==> src/rtl/reaction_pkg.sv <==
// Shared state encoding and LFSR constants for the reaction-time controller.
// Optional best-time tracking is enabled by REACTION_BEST_TIME_EN.
package reaction_pkg;

  typedef enum logic [2:0] {
    IDLE   = 3'd0,
    ARM    = 3'd1,
    GO     = 3'd2,
    RESULT = 3'd3,
    FAULT  = 3'd4
  } state_t;

  localparam logic [15:0] LFSR_SEED = 16'hACE1;
  // Taps 16,14,13,11 seen from a right-shifting register: bits 0,2,3,5
  localparam logic [15:0] LFSR_TAPS = 16'h002D;

  function automatic logic [15:0] lfsr_next(input logic [15:0] s);
    return {^(s & LFSR_TAPS), s[15:1]};
  endfunction

endpackage

==> src/rtl/reaction_delay_lfsr.sv <==
// Free-running LFSR and random GO-delay countdown in timing ticks.
// zero flags that the loaded delay has fully elapsed.
module reaction_delay_lfsr
  import reaction_pkg::*;
#(
  parameter int DELAY_MIN       = 1000,
  parameter int DELAY_SPAN_LOG2 = 12,
  parameter int DLY_W           = 13
) (
  input  logic clk,
  input  logic reset,
  input  logic load,
  input  logic dec,
  output logic zero
);

  logic [15:0]      lfsr;
  logic [DLY_W-1:0] cnt;
  logic [DLY_W-1:0] load_val;

  assign load_val = DLY_W'(DELAY_MIN)
                  + DLY_W'(lfsr[DELAY_SPAN_LOG2-1:0]);
  assign zero = (cnt == '0);

  always_ff @(posedge clk or posedge reset) begin
    if (reset) begin
      lfsr <= LFSR_SEED;
    end else begin
      lfsr <= lfsr_next(lfsr);
    end
  end

  always_ff @(posedge clk or posedge reset) begin
    if (reset) begin
      cnt <= '0;
    end else if (load) begin
      cnt <= load_val;
    end else if (dec && !zero) begin
      cnt <= cnt - DLY_W'(1);
    end
  end

endmodule

==> src/rtl/reaction_multi_fsm.sv <==
// N-player reaction-time controller: FSM, tick prescaler, elapsed timer.
// Define REACTION_BEST_TIME_EN to add best_time / new_best outputs.
module reaction_multi_fsm
  import reaction_pkg::*;
#(
  parameter int NUM_PLAYERS     = 2,
  parameter int TIME_W          = 14,
  parameter int MAX_TIME        = 9999,
  parameter int CLK_PER_TICK    = 50000,
  parameter int DELAY_MIN       = 1000,
  parameter int DELAY_SPAN_LOG2 = 12,
  parameter int PID_W =
    (NUM_PLAYERS > 1) ? $clog2(NUM_PLAYERS) : 1
) (
  input  logic                   clk,
  input  logic                   reset,
  input  logic                   start_btn,
  input  logic [NUM_PLAYERS-1:0] react_btn,
  output logic                   led,
  output logic                   busy,
  output logic                   done,
  output logic                   fault,
  output logic                   timeout,
  output logic [PID_W-1:0]       player_id,
  output logic                   tie,
  output logic [TIME_W-1:0]      result_time,
`ifdef REACTION_BEST_TIME_EN
  output logic [TIME_W-1:0]      best_time,
  output logic                   new_best,
`endif
  output logic [2:0]             state_out
);

  localparam int PRE_W = $clog2(CLK_PER_TICK);
  localparam int DLY_W =
    $clog2(DELAY_MIN + (1 << DELAY_SPAN_LOG2) + 1);
  localparam logic [TIME_W-1:0] MAX_T = TIME_W'(MAX_TIME);

  state_t state, next_state;

  logic                   start_prev;
  logic [NUM_PLAYERS-1:0] react_prev;
  logic                   edge_en;
  logic                   start_edge;
  logic [NUM_PLAYERS-1:0] react_edge;
  logic                   any_react;
  logic                   multi;
  logic [PID_W-1:0]       win_id;

  logic [PRE_W-1:0]  pre;
  logic              tick;
  logic [TIME_W-1:0] elapsed;
  logic              at_max;
  logic              dly_load;
  logic              dly_zero;
  logic              enter_timed;

  // Edges are masked for one cycle after reset so held buttons stay quiet
  always_ff @(posedge clk or posedge reset) begin
    if (reset) begin
      start_prev <= 1'b0;
      react_prev <= '0;
      edge_en    <= 1'b0;
    end else begin
      start_prev <= start_btn;
      react_prev <= react_btn;
      edge_en    <= 1'b1;
    end
  end

  assign start_edge = edge_en & start_btn & ~start_prev;
  assign react_edge = {NUM_PLAYERS{edge_en}}
                    & react_btn & ~react_prev;
  assign any_react  = |react_edge;
  assign multi = |(react_edge & (react_edge - NUM_PLAYERS'(1)));

  always_comb begin
    win_id = '0;
    for (int i = NUM_PLAYERS - 1; i >= 0; i--) begin
      if (react_edge[i]) win_id = PID_W'(i);
    end
  end

  assign tick   = (pre == PRE_W'(CLK_PER_TICK - 1));
  assign at_max = (elapsed == MAX_T);

  always_comb begin
    next_state = state;
    unique case (state)
      IDLE: begin
        if (start_edge) next_state = ARM;
      end
      ARM: begin
        if (any_react)     next_state = FAULT;
        else if (dly_zero) next_state = GO;
      end
      GO: begin
        if (any_react || at_max) next_state = RESULT;
      end
      RESULT, FAULT: begin
        if (start_edge) next_state = IDLE;
      end
      default: next_state = IDLE;
    endcase
  end

  assign dly_load    = (state == IDLE) && start_edge;
  assign enter_timed = (next_state != state)
                    && (next_state == ARM || next_state == GO);

  reaction_delay_lfsr #(
    .DELAY_MIN       (DELAY_MIN),
    .DELAY_SPAN_LOG2 (DELAY_SPAN_LOG2),
    .DLY_W           (DLY_W)
  ) u_delay (
    .clk   (clk),
    .reset (reset),
    .load  (dly_load),
    .dec   (tick && state == ARM),
    .zero  (dly_zero)
  );

  always_ff @(posedge clk or posedge reset) begin
    if (reset) begin
      pre <= '0;
    end else if (enter_timed || tick) begin
      pre <= '0;
    end else begin
      pre <= pre + PRE_W'(1);
    end
  end

  always_ff @(posedge clk or posedge reset) begin
    if (reset) begin
      elapsed <= '0;
    end else if (state == ARM && next_state == GO) begin
      elapsed <= '0;
    end else if (state == GO && tick && !at_max) begin
      elapsed <= elapsed + TIME_W'(1);
    end
  end

  always_ff @(posedge clk or posedge reset) begin
    if (reset) begin
      state       <= IDLE;
      led         <= 1'b0;
      busy        <= 1'b0;
      done        <= 1'b0;
      fault       <= 1'b0;
      timeout     <= 1'b0;
      player_id   <= '0;
      tie         <= 1'b0;
      result_time <= '0;
    end else begin
      state <= next_state;
      led   <= (next_state == GO);
      busy  <= (next_state == ARM) || (next_state == GO);
      done  <= (next_state == RESULT);
      fault <= (next_state == FAULT);
      if (dly_load) begin
        timeout     <= 1'b0;
        player_id   <= '0;
        tie         <= 1'b0;
        result_time <= '0;
      end else if (state == ARM && any_react) begin
        player_id <= win_id;
        tie       <= multi;
      end else if (state == GO && any_react) begin
        player_id   <= win_id;
        tie         <= multi;
        result_time <= elapsed;
        timeout     <= 1'b0;
      end else if (state == GO && at_max) begin
        timeout     <= 1'b1;
        result_time <= MAX_T;
      end
    end
  end

`ifdef REACTION_BEST_TIME_EN
  always_ff @(posedge clk or posedge reset) begin
    if (reset) begin
      best_time <= MAX_T;
      new_best  <= 1'b0;
    end else begin
      new_best <= 1'b0;
      if (state == GO && any_react && elapsed < best_time) begin
        best_time <= elapsed;
        new_best  <= 1'b1;
      end
    end
  end
`endif

  assign state_out = state;

endmodule
==> config.mk <==
export PLATFORM = sky130hd
export DESIGN_NAME = reaction_multi_fsm
export DESIGN_NICKNAME = d
export VERILOG_FILES = /design/src/rtl/reaction_pkg.sv /design/src/rtl/reaction_delay_lfsr.sv /design/src/rtl/reaction_multi_fsm.sv
export SDC_FILE = /design/constraint.sdc
export NUM_CORES = 1
export LEC_CHECK = 0
export ABC_AREA = 1
export CORE_MARGIN = 4
export CORE_UTILIZATION = 55
export CTS_CLUSTER_SIZE = 16
export DETAILED_ROUTE_END_ITERATION = 8
export PLACE_DENSITY = 0.82
export SLEW_MARGIN = 10
export SYNTH_ARGS = -nofsm -noshare
export SYNTH_HDL_FRONTEND = slang
export SYNTH_SLANG_ARGS = --single-unit
==> constraint.sdc <==
create_clock -name clk -period 8.4 [get_ports clk]
set_input_delay 1.26 -clock clk [delete_from_list [all_inputs] [get_ports clk]]
set_output_delay 1.26 -clock clk [all_outputs]
set_load 0.01 [all_outputs]
==> results.json, run 1 <==
{
  "status": "completed",
  "num_rows": 32,
  "p_leak_nw": 2.279,
  "synth_cell_types": 42,
  "setup_viol": 0,
  "syn_area_mm2": 0.004478,
  "tns_ns": 0,
  "synthArstFlopShare": 1.000,
  "postCtsSetupBuffers": 0,
  "synth_cells": 523,
  "cts_inserted_buffers": 9,
  "p_sw_mw": 0.4877,
  "clockBufferDepth": 2,
  "hold_viol": 0,
  "synth_compound_area_frac": 0.08662,
  "synth_mux_area_frac": 0,
  "firstDrtPassIters": 5,
  "synth-main-ff-cell": "dfrtp_1",
  "synth_warnings": 0,
  "grt_max_degree": 88,
  "gr-total-overflow": 0,
  "seqPwrFrac": 0.430,
  "clkTransAtPathRegs_ns": 0.08,
  "power_frac_comb": 0.334,
  "h-tree-depth": 3,
  "pin_count": 29,
  "wl_per_cell_um": 14.04,
  "drt_drc_violations_left": 0,
  "irDropWorstVdd_uv": 149.6,
  "layout_commonest_cell": "nand2_1",
  "nFillCells": 619,
  "syn_nets": 532,
  "final_cell_mix": "nand2_1, dfrtp_1, nor2_1",
  "p_sw_frac": 0.3605,
  "gp_congestion": 0.9071,
  "critPathRequiredTime_ns": 8.69,
  "synth-simple-area-share": 0.2886,
  "max_slew_margin": 0.3037,
  "antenna_found_initial": 0,
  "areaGrowthSynthToFinish_pct": 12.69,
  "cts_tree": "yes",
  "timing.critical_path.fanout_max": 26,
  "postPlaceCellArea_mm2": 0.004831,
  "grt_pass1_vias": 3507,
  "cts_resized": 0,
  "grt_use_total": 0.2040,
  "tightest_slew_ns": 1.044,
  "design_area_mm2": 0.005046,
  "num_antenna_cells": 0,
  "start_kind": "input pin",
  "final_layout_size_suffix_gt1_frac": 0.1022,
  "yosys.area_share.adder": 0.01118,
  "die_w_um": 98.23,
  "drv_cap": 0,
  "hp-class": "reg2reg",
  "rsz0062_at_grt": "no",
  "synth_xor_area_frac": 0.05868,
  "fmax_mhz": 278.4,
  "p_int_mw": 0.8650,
  "clock_latency_ns": 0.36,
  "cts.sinks": 87,
  "die_h_um": 98.23,
  "end_kind": "flop",
  "p_per_area_mw_per_mm2": 268.1,
  "hpwl_um": 6628,
  "clock-root-buffer": "clkbuf_8",
  "port_buffers": 28,
  "core-area_mm2": 0.007807,
  "power.share.clock": 0.236,
  "synth-edff-count": 0,
  "final.setup_skew_ns": 0.01287,
  "fin_crit_sh": 0.4277,
  "first_iter_violations": 204,
  "final_nets": 562,
  "ys_seq_area_frac": 0.4884,
  "synth_top_family_by_area": "simple AND/OR/NAND/NOR gates",
  "routed_via_density": 5.430,
  "period_minus_slack_ns": 3.592,
  "vias": 3584,
  "ant_nets": 0,
  "ctsHoldBuffers": 0,
  "drt_wl_total_um": 9264,
  "syn_area_per_cell_um2": 8.562,
  "ys_seq_elements": 87,
  "crit_type": "in2reg",
  "cp.arrival_ns": 3.88,
  "slew_violations": 0,
  "dieArea_mm2": 0.009649,
  "initial_utilization": 0.5736,
  "grt_pass1_wl_um": 16060
}
[cell type report]
cell class                 count  area [um^2]  area share
tap                          102        127.6     0.02529
inverter                      60        231.5     0.04587
clock buffer                  12        145.1     0.02876
multi-input combinational    366         1997      0.3957
clock inverter                 4        70.07     0.01389
sequential                    87         2187      0.4334
timing repair buffer          29        287.8     0.05703
[final timing paths]
path                                             from  slack, ns  cells after the start                    endpoint
hold reg to reg            u_delay.lfsr[12]$_DFF_PP0_       0.36                      0  u_delay.lfsr[11]$_DFF_PP1_
setup reg to reg               state_out[0]$_DFF_PP0_       5.62                      7  u_delay.cnt[3]$_DFFE_PP0P_
min in group asynchronous                       reset       1.56                      3            pre[4]$_DFF_PP0_
max in group asynchronous                       reset       6.18                      3  result_time[3]$_DFFE_PP0P_
setup / recovery                            start_btn       4.81                      7  u_delay.cnt[3]$_DFFE_PP0P_
hold / removal             u_delay.lfsr[12]$_DFF_PP0_       0.36                      0  u_delay.lfsr[11]$_DFF_PP1_
[power groups by stage]
stage / Combinational [mW] / Sequential [mW] / Clock [mW]
global route: 0.506 / 0.594 / 0.347
CTS: 0.455 / 0.582 / 0.326
finish: 0.452 / 0.582 / 0.319
global placement: 0.434 / 0.585 / 0
detailed placement: 0.451 / 0.589 / 0
floorplan: 0.311 / 0.584 / 0
[kinds of logic (layout without fill, tap and decap cells)]
logic type      Yosys count  count (layout)
simple gates            260             260
compound gates           71              71
buf+inv                  70             105
xor+xnor                 30              30
flops                    87              87
fa+ha+maj                 4               4
other cells               1               1
[per-layer routing]
metal  share of wire  wire [um]  global-route usage  up-vias
met2            0.48       4434              0.3309      104
li1                -          -                   -     1770
met3           0.052        480             0.04429       13
met4           0.018        167             0.07563        0
met5               0          0                   0        -
met1            0.45       4182              0.2704     1697
[sequential cells by signal (all words and copies together) (netlist names)]
signal / cells
player_id: 1
fault: 1
edge_en: 1
pre: 16
result_time: 14
done: 1
timeout: 1
state_out: 3
u_delay.cnt: 13
elapsed: 14
u_delay.lfsr: 16
react_prev: 2
tie: 1
start_prev: 1
led: 1
busy: 1
[Yosys cell counts (all sizes together) (2+ instances only)]
| library cell | number | area share |
|---|---|---|
| xnor2 | 6 | 0.012 |
| nor3 | 13 | 0.017 |
| nor4 | 2 | 0.0061 |
| xor2 | 24 | 0.047 |
| nand2 | 99 | 0.089 |
| o21ai | 57 | 0.065 |
| a21oi | 7 | 0.010 |
| dfstp | 8 | 0.047 |
| dfrtp | 79 | 0.44 |
| nand3 | 50 | 0.063 |
| nand4 | 19 | 0.027 |
| buf | 4 | 0.0092 |
| clkbuf | 6 | 0.0050 |
| nor2 | 75 | 0.084 |
| inv | 59 | 0.051 |
| ha | 4 | 0.011 |
[per-stage QoR]
step / worst slack [ns] / hold WS, ns / power (mW) / std cells / util
CTS: 4.850 / 0.3660 / 1.363 / 660 / 0.6463
finish: 4.808 / 0.3638 / 1.353 / 660 / 0.6463
global route: 4.528 / 0.3765 / 1.448 / 660 / 0.6463
global placement: 4.563 / 0.3378 / 1.019 / 644 / 0.6188
detailed placement: 4.480 / 0.3467 / 1.040 / 644 / 0.6188
floorplan: 4.903 / 0.3330 / 0.8953 / 523 / -
[critical path: stages]
cell and delay (ns):
clkdlybuf4s50_1 0.49, nand3_1 0.19, nor2_4 0.51, clkinv_1 0.55, nand2_1 0.59, o21ai_0 0.17
nand2_1 0.10
No activity file was read; power rests on OpenSTA's default activity.
==> inputs of run 2 (changes only) <==
--- a/config.mk
+++ b/config.mk
@@ -7,7 +7,7 @@
 export LEC_CHECK = 0
 export ABC_AREA = 1
 export CORE_MARGIN = 4
-export CORE_UTILIZATION = 55
+export CORE_UTILIZATION = 53
 export CTS_CLUSTER_SIZE = 16
 export DETAILED_ROUTE_END_ITERATION = 8
 export PLACE_DENSITY = 0.82
==> constraint.sdc (replaced) <==
create_clock -name clk -period 3.04 [get_ports clk]
set_input_delay 0.456 -clock clk [delete_from_list [all_inputs] [get_ports clk]]
set_output_delay 0.456 -clock clk [all_outputs]
set_load 0.01 [all_outputs]
==> results.json, run 2 (synthesized netlist as in run 1, its figures left out) <==
{
  "status": "completed",
  "final_nets": 565,
  "clock-root-buffer": "clkbuf_8",
  "h-tree-depth": 3,
  "num_rows": 33,
  "clkTransAtPathRegs_ns": 0.09,
  "final.setup_skew_ns": 0.01436,
  "pin_count": 29,
  "cts_tree": "yes",
  "dieArea_mm2": 0.009984,
  "grt_pass1_wl_um": 16220,
  "tightest_slew_ns": 0.7228,
  "num_antenna_cells": 0,
  "wl_per_cell_um": 14.12,
  "ctsHoldBuffers": 0,
  "areaGrowthSynthToFinish_pct": 13.24,
  "p_int_mw": 2.337,
  "power.share.clock": 0.223,
  "crit_chain": "ha_1, nand2_1, nor2_4, inv_1, nor4_4, nand3_1, nand2_1, o21ai_0, nand2_1",
  "core-area_mm2": 0.008217,
  "p_per_area_mw_per_mm2": 727.8,
  "drt_wl_total_um": 9402,
  "die_h_um": 99.92,
  "p_sw_frac": 0.3667,
  "top_regs": "pre (16), u_delay.lfsr (16)",
  "ant_nets": 0,
  "antenna_found_initial": 0,
  "multi_input_area_mm2": 0.001997,
  "drv_cap": 0,
  "cpMostUsedCell": "nand2_1",
  "end_kind": "flop",
  "clockBufferDepth": 2,
  "gr-total-overflow": 0,
  "initial_utilization": 0.5450,
  "dp_cells": 650,
  "nFillCells": 679,
  "port_buffers": 28,
  "place_ws_ns": 0.5651,
  "seqPwrFrac": 0.435,
  "drt_drc_violations_left": 0,
  "grt_max_degree": 48,
  "timing.critical_path.fanout_max": 20,
  "fin_crit_sh": 0.7862,
  "die_w_um": 99.92,
  "cts.sinks": 87,
  "first_iter_violations": 201,
  "slew_violations": 0,
  "crit_type": "reg2reg",
  "postCtsSetupBuffers": 0,
  "firstDrtPassIters": 4,
  "p_leak_nw": 2.287,
  "layout_commonest_cell": "nand2_1",
  "period_minus_slack_ns": 2.390,
  "vias": 3597,
  "hpwl_um": 6773,
  "gp_congestion": 0.8692,
  "grt_pass1_vias": 3555,
  "grt_use_total": 0.2016,
  "cp.arrival_ns": 2.69,
  "ff_latch_area_mm2": 0.002187,
  "crit_path_max_incr_delay_ns": 0.53,
  "max_slew_margin": 0.5175,
  "hold_viol": 0,
  "fmax_mhz": 418.4,
  "final_cell_mix": "nand2_1, dfrtp_1, nor2_1",
  "power_frac_comb": 0.342,
  "irDropWorstVdd_uv": 389.1,
  "cts_inserted_buffers": 9,
  "cts_resized": 0,
  "start_kind": "flop",
  "setup_ws_ns": 0.6500,
  "tns_ns": 0,
  "routed_via_density": 5.401,
  "p_sw_mw": 1.353,
  "slowest_stage": "nand2_1",
  "final_layout_size_suffix_gt1_frac": 0.1070,
  "fin_cells": 666,
  "clock_latency_ns": 0.35,
  "rsz0062_at_grt": "no",
  "critPathRequiredTime_ns": 3.34,
  "hp-class": "reg2reg",
  "setup_viol": 0
}
## run 2: changes by cell type in the layout (fill, tap and decap cells not counted)
cell        change
clkinv_2        -1
clkinvlp_4      +1
buf_4           +2
buf_12          +1
bufinv_16       -1
clkbuf_8        +1
## run 2: worst max-delay path: cells and delay by family (launching register included)
kind / cells / cell delay [ns]
simple gates: 6 / 1.47
flops: 1 / 0.38
fa+ha+maj: 1 / 0.19
compound gates: 1 / 0.18
buf+inv: 1 / 0.09
## run 2: worst paths after layout
check	start	to	slack, ns	cells after the start
min reg2reg	u_delay.lfsr[12]$_DFF_PP0_	u_delay.lfsr[11]$_DFF_PP1_	0.34	0
min in group asynchronous	reset	pre[9]$_DFF_PP0_	0.51	2
min	u_delay.lfsr[12]$_DFF_PP0_	u_delay.lfsr[11]$_DFF_PP1_	0.34	0
max	pre[0]$_DFF_PP0_	u_delay.cnt[3]$_DFFE_PP0P_	0.65	9
max in group asynchronous	reset	u_delay.lfsr[13]$_DFF_PP1_	1.77	3
max reg2reg	pre[0]$_DFF_PP0_	u_delay.cnt[3]$_DFFE_PP0P_	0.65	9
## run 2: layout make-up
cell class	instances	area share
clock buffers	13	0.03133
multi-input cells	366	0.3938
clock inverters	3	0.008389
repair buffers	32	0.06366
inverters	60	0.04565
well taps	105	0.02591
flip-flops and latches	87	0.4313
## run 2: power by group through the flow
stage | clock network [mW] | logic, mW | registers, mW
after global routing | 0.890 | 1.42 | 1.64
after detailed placement | 0 | 1.25 | 1.62
after global placement | 0 | 1.21 | 1.62
final | 0.822 | 1.26 | 1.60
after CTS | 0.844 | 1.27 | 1.60
after floorplan | 0 | 0.860 | 1.61
## run 2: metal layers
metal	routed length, um	vias up	global-route usage
met5	0	-	0
met4	156	0	0.07983
met3	391	18	0.04031
met2	4494	80	0.3304
met1	4360	1728	0.2639
li1	-	1771	-
## run 2: through the flow
stage	power (mW)	hold WS [ns]	instance area [um^2]	utilization
floorplan	2.474	0.3330	4478	-
global placement	2.831	0.3348	4870	0.5927
detailed placement	2.877	0.3375	4870	0.5927
CTS	3.714	0.3479	5071	0.6172
global route	3.950	0.3607	5071	0.6172
finish	3.691	0.3446	5071	0.6172
==> inputs of run 3 (changes only) <==
--- a/config.mk
+++ b/config.mk
@@ -7,7 +7,7 @@
 export LEC_CHECK = 0
 export ABC_AREA = 1
 export CORE_MARGIN = 4
-export CORE_UTILIZATION = 53
+export CORE_UTILIZATION = 55
 export CTS_CLUSTER_SIZE = 16
 export DETAILED_ROUTE_END_ITERATION = 8
 export PLACE_DENSITY = 0.82
==> constraint.sdc (replaced) <==
create_clock -name clk -period 2.4 [get_ports clk]
set_input_delay 0.36 -clock clk [delete_from_list [all_inputs] [get_ports clk]]
set_output_delay 0.36 -clock clk [all_outputs]
set_load 0.01 [all_outputs]
==> results.json, run 3 (synthesized netlist as in run 1, its figures left out) <==
{
  "status": "completed",
  "drt_wl_total_um": 9706,
  "max_slew_margin": 0.5831,
  "clockBufferDepth": 2,
  "p_per_area_mw_per_mm2": 917.4,
  "place_ws_ns": 0.07538,
  "irDropWorstVdd_uv": 585.4,
  "cp.arrival_ns": 2.40,
  "crit_type": "reg2reg",
  "num_antenna_cells": 0,
  "clock-root-buffer": "clkbuf_8",
  "antenna_found_initial": 0,
  "period_minus_slack_ns": 2.156,
  "pin_count": 29,
  "hp-class": "in2async",
  "timing.critical_path.fanout_max": 16,
  "initial_utilization": 0.5736,
  "top_regs": "pre (16), u_delay.lfsr (16)",
  "clkTransAtPathRegs_ns": 0.09,
  "drt_drc_violations_left": 0,
  "gr-total-overflow": 0,
  "rsz0062_at_grt": "no",
  "hold_viol": 0,
  "cts.sinks": 87,
  "port_buffers": 28,
  "die_w_um": 98.23,
  "drv_cap": 0,
  "setup_viol": 0,
  "power.share.clock": 0.218,
  "crit_chain": "inv_1, ha_1, nand3_1, nor2_2, nand3_1, nand3_1, o21ai_0, nand2_1, nand2_2, nand2_8, nor2_1",
  "seqPwrFrac": 0.435,
  "grt_use_total": 0.2102,
  "grt_max_degree": 43,
  "gp_congestion": 0.9025,
  "final_nets": 570,
  "start_kind": "flop",
  "die_h_um": 98.23,
  "cpMostUsedCell": "nand3_1",
  "final.setup_skew_ns": 0.008950,
  "grt_pass1_wl_um": 16770,
  "core-area_mm2": 0.007807,
  "setup_ws_ns": 0.2436,
  "fmax_mhz": 463.7,
  "h-tree-depth": 3,
  "critPathRequiredTime_ns": 2.65,
  "slowest_stage": "dfrtp_1",
  "slew_violations": 0,
  "crit_path_max_incr_delay_ns": 0.40,
  "routed_via_density": 5.521,
  "tightest_slew_ns": 0.6253,
  "p_leak_nw": 2.303,
  "power_frac_comb": 0.347,
  "p_sw_mw": 1.743,
  "layout_commonest_cell": "nand2_1",
  "first_iter_violations": 245,
  "end_kind": "flop",
  "final_layout_size_suffix_gt1_frac": 0.1131,
  "tns_ns": 0,
  "grt_pass1_vias": 3569,
  "wl_per_cell_um": 14.53,
  "cts_inserted_buffers": 9,
  "cts_tree": "yes",
  "num_rows": 32,
  "dieArea_mm2": 0.009649,
  "p_int_mw": 2.941,
  "vias": 3688,
  "areaGrowthSynthToFinish_pct": 14.03,
  "clock_latency_ns": 0.36,
  "firstDrtPassIters": 6,
  "p_sw_frac": 0.3721,
  "ant_nets": 0,
  "final_cell_mix": "nand2_1, dfrtp_1, nor2_1",
  "fin_crit_sh": 0.8985,
  "post-route-util": 0.6540,
  "hpwl_um": 6899
}
[run 3: layout make-up]
| type | instances | area [um^2] |
|---|---|---|
| Sequential cell | 87 | 2187 |
| Clock inverter | 3 | 42.54 |
| Timing Repair Buffer | 37 | 360.3 |
| Tap cell | 102 | 127.6 |
| Multi-Input combinational cell | 366 | 2006 |
| Inverter | 60 | 234.0 |
| Fill cell | 620 | 2701 |
| Clock buffer | 13 | 148.9 |
[run 3: worst paths after layout]
| check | startpoint | end | slack (ns) | depth (start not counted) |
|---|---|---|---|---|
| worst min register to register | u_delay.lfsr[14]$_DFF_PP0_ | u_delay.lfsr[13]$_DFF_PP1_ | 0.36 | 0 |
| worst max-delay path | u_delay.cnt[0]$_DFFE_PP0P_ | pre[15]$_DFF_PP0_ | 0.24 | 11 |
| worst min-delay path | reset | u_delay.cnt[6]$_DFFE_PP0P_ | 0.27 | 2 |
| min in group clk | u_delay.lfsr[14]$_DFF_PP0_ | u_delay.lfsr[13]$_DFF_PP1_ | 0.36 | 0 |
| max in group asynchronous | reset | u_delay.lfsr[15]$_DFF_PP1_ | 1.56 | 3 |
| worst max register to register | u_delay.cnt[0]$_DFFE_PP0P_ | pre[15]$_DFF_PP0_ | 0.24 | 11 |
[run 3: stage by stage]
step	total power [mW]	instances	hold WS, ns	cell area (um^2)
2_1_floorplan	3.134	523	0.3330	4482
3_3_place_gp	3.586	652	0.3348	4906
3_5_place_dp	3.656	652	0.3423	4906
4_1_cts	4.695	668	0.2767	5097
5_1_grt	4.998	668	0.2958	5106
6_report	4.684	668	0.2740	5106
[run 3: layer usage]
| layer | routed length (um) | global-route usage | vias to the layer above |
|---|---|---|---|
| li1 | - | - | 1782 |
| met1 | 4446 | 0.2874 | 1777 |
| met2 | 4635 | 0.3366 | 110 |
| met3 | 460 | 0.04286 | 19 |
| met4 | 163 | 0.07038 | 0 |
| met5 | 0 | 0 | - |
[run 3: critical path, delay by kind of cell, from the launching register on]
| family | cells | cell delay [ns] |
|---|---|---|
| AO/OA/AOI/OAI | 1 | 0.12 |
| buffers and inverters | 1 | 0.10 |
| flip-flops | 1 | 0.40 |
| AND/OR/NAND/NOR | 8 | 1.21 |
| adder cells (fa/ha/maj) | 1 | 0.21 |
[run 3: repair_timing]
action,4_1_cts,5_1_grt
endpoints found under the hold margin,0,0
gates resized for setup,0,1
setup endpoints to repair,0,6
hold buffers,0,0
setup buffers,0,0
[run 3: power groups by stage]
stage / clock network (mW) / logic (mW) / registers, mW
finish: 1.02 / 1.63 / 2.04
global route: 1.11 / 1.82 / 2.08
detailed placement: 0 / 1.60 / 2.05
global placement: 0 / 1.54 / 2.04
floorplan: 0 / 1.09 / 2.04
CTS: 1.04 / 1.62 / 2.03
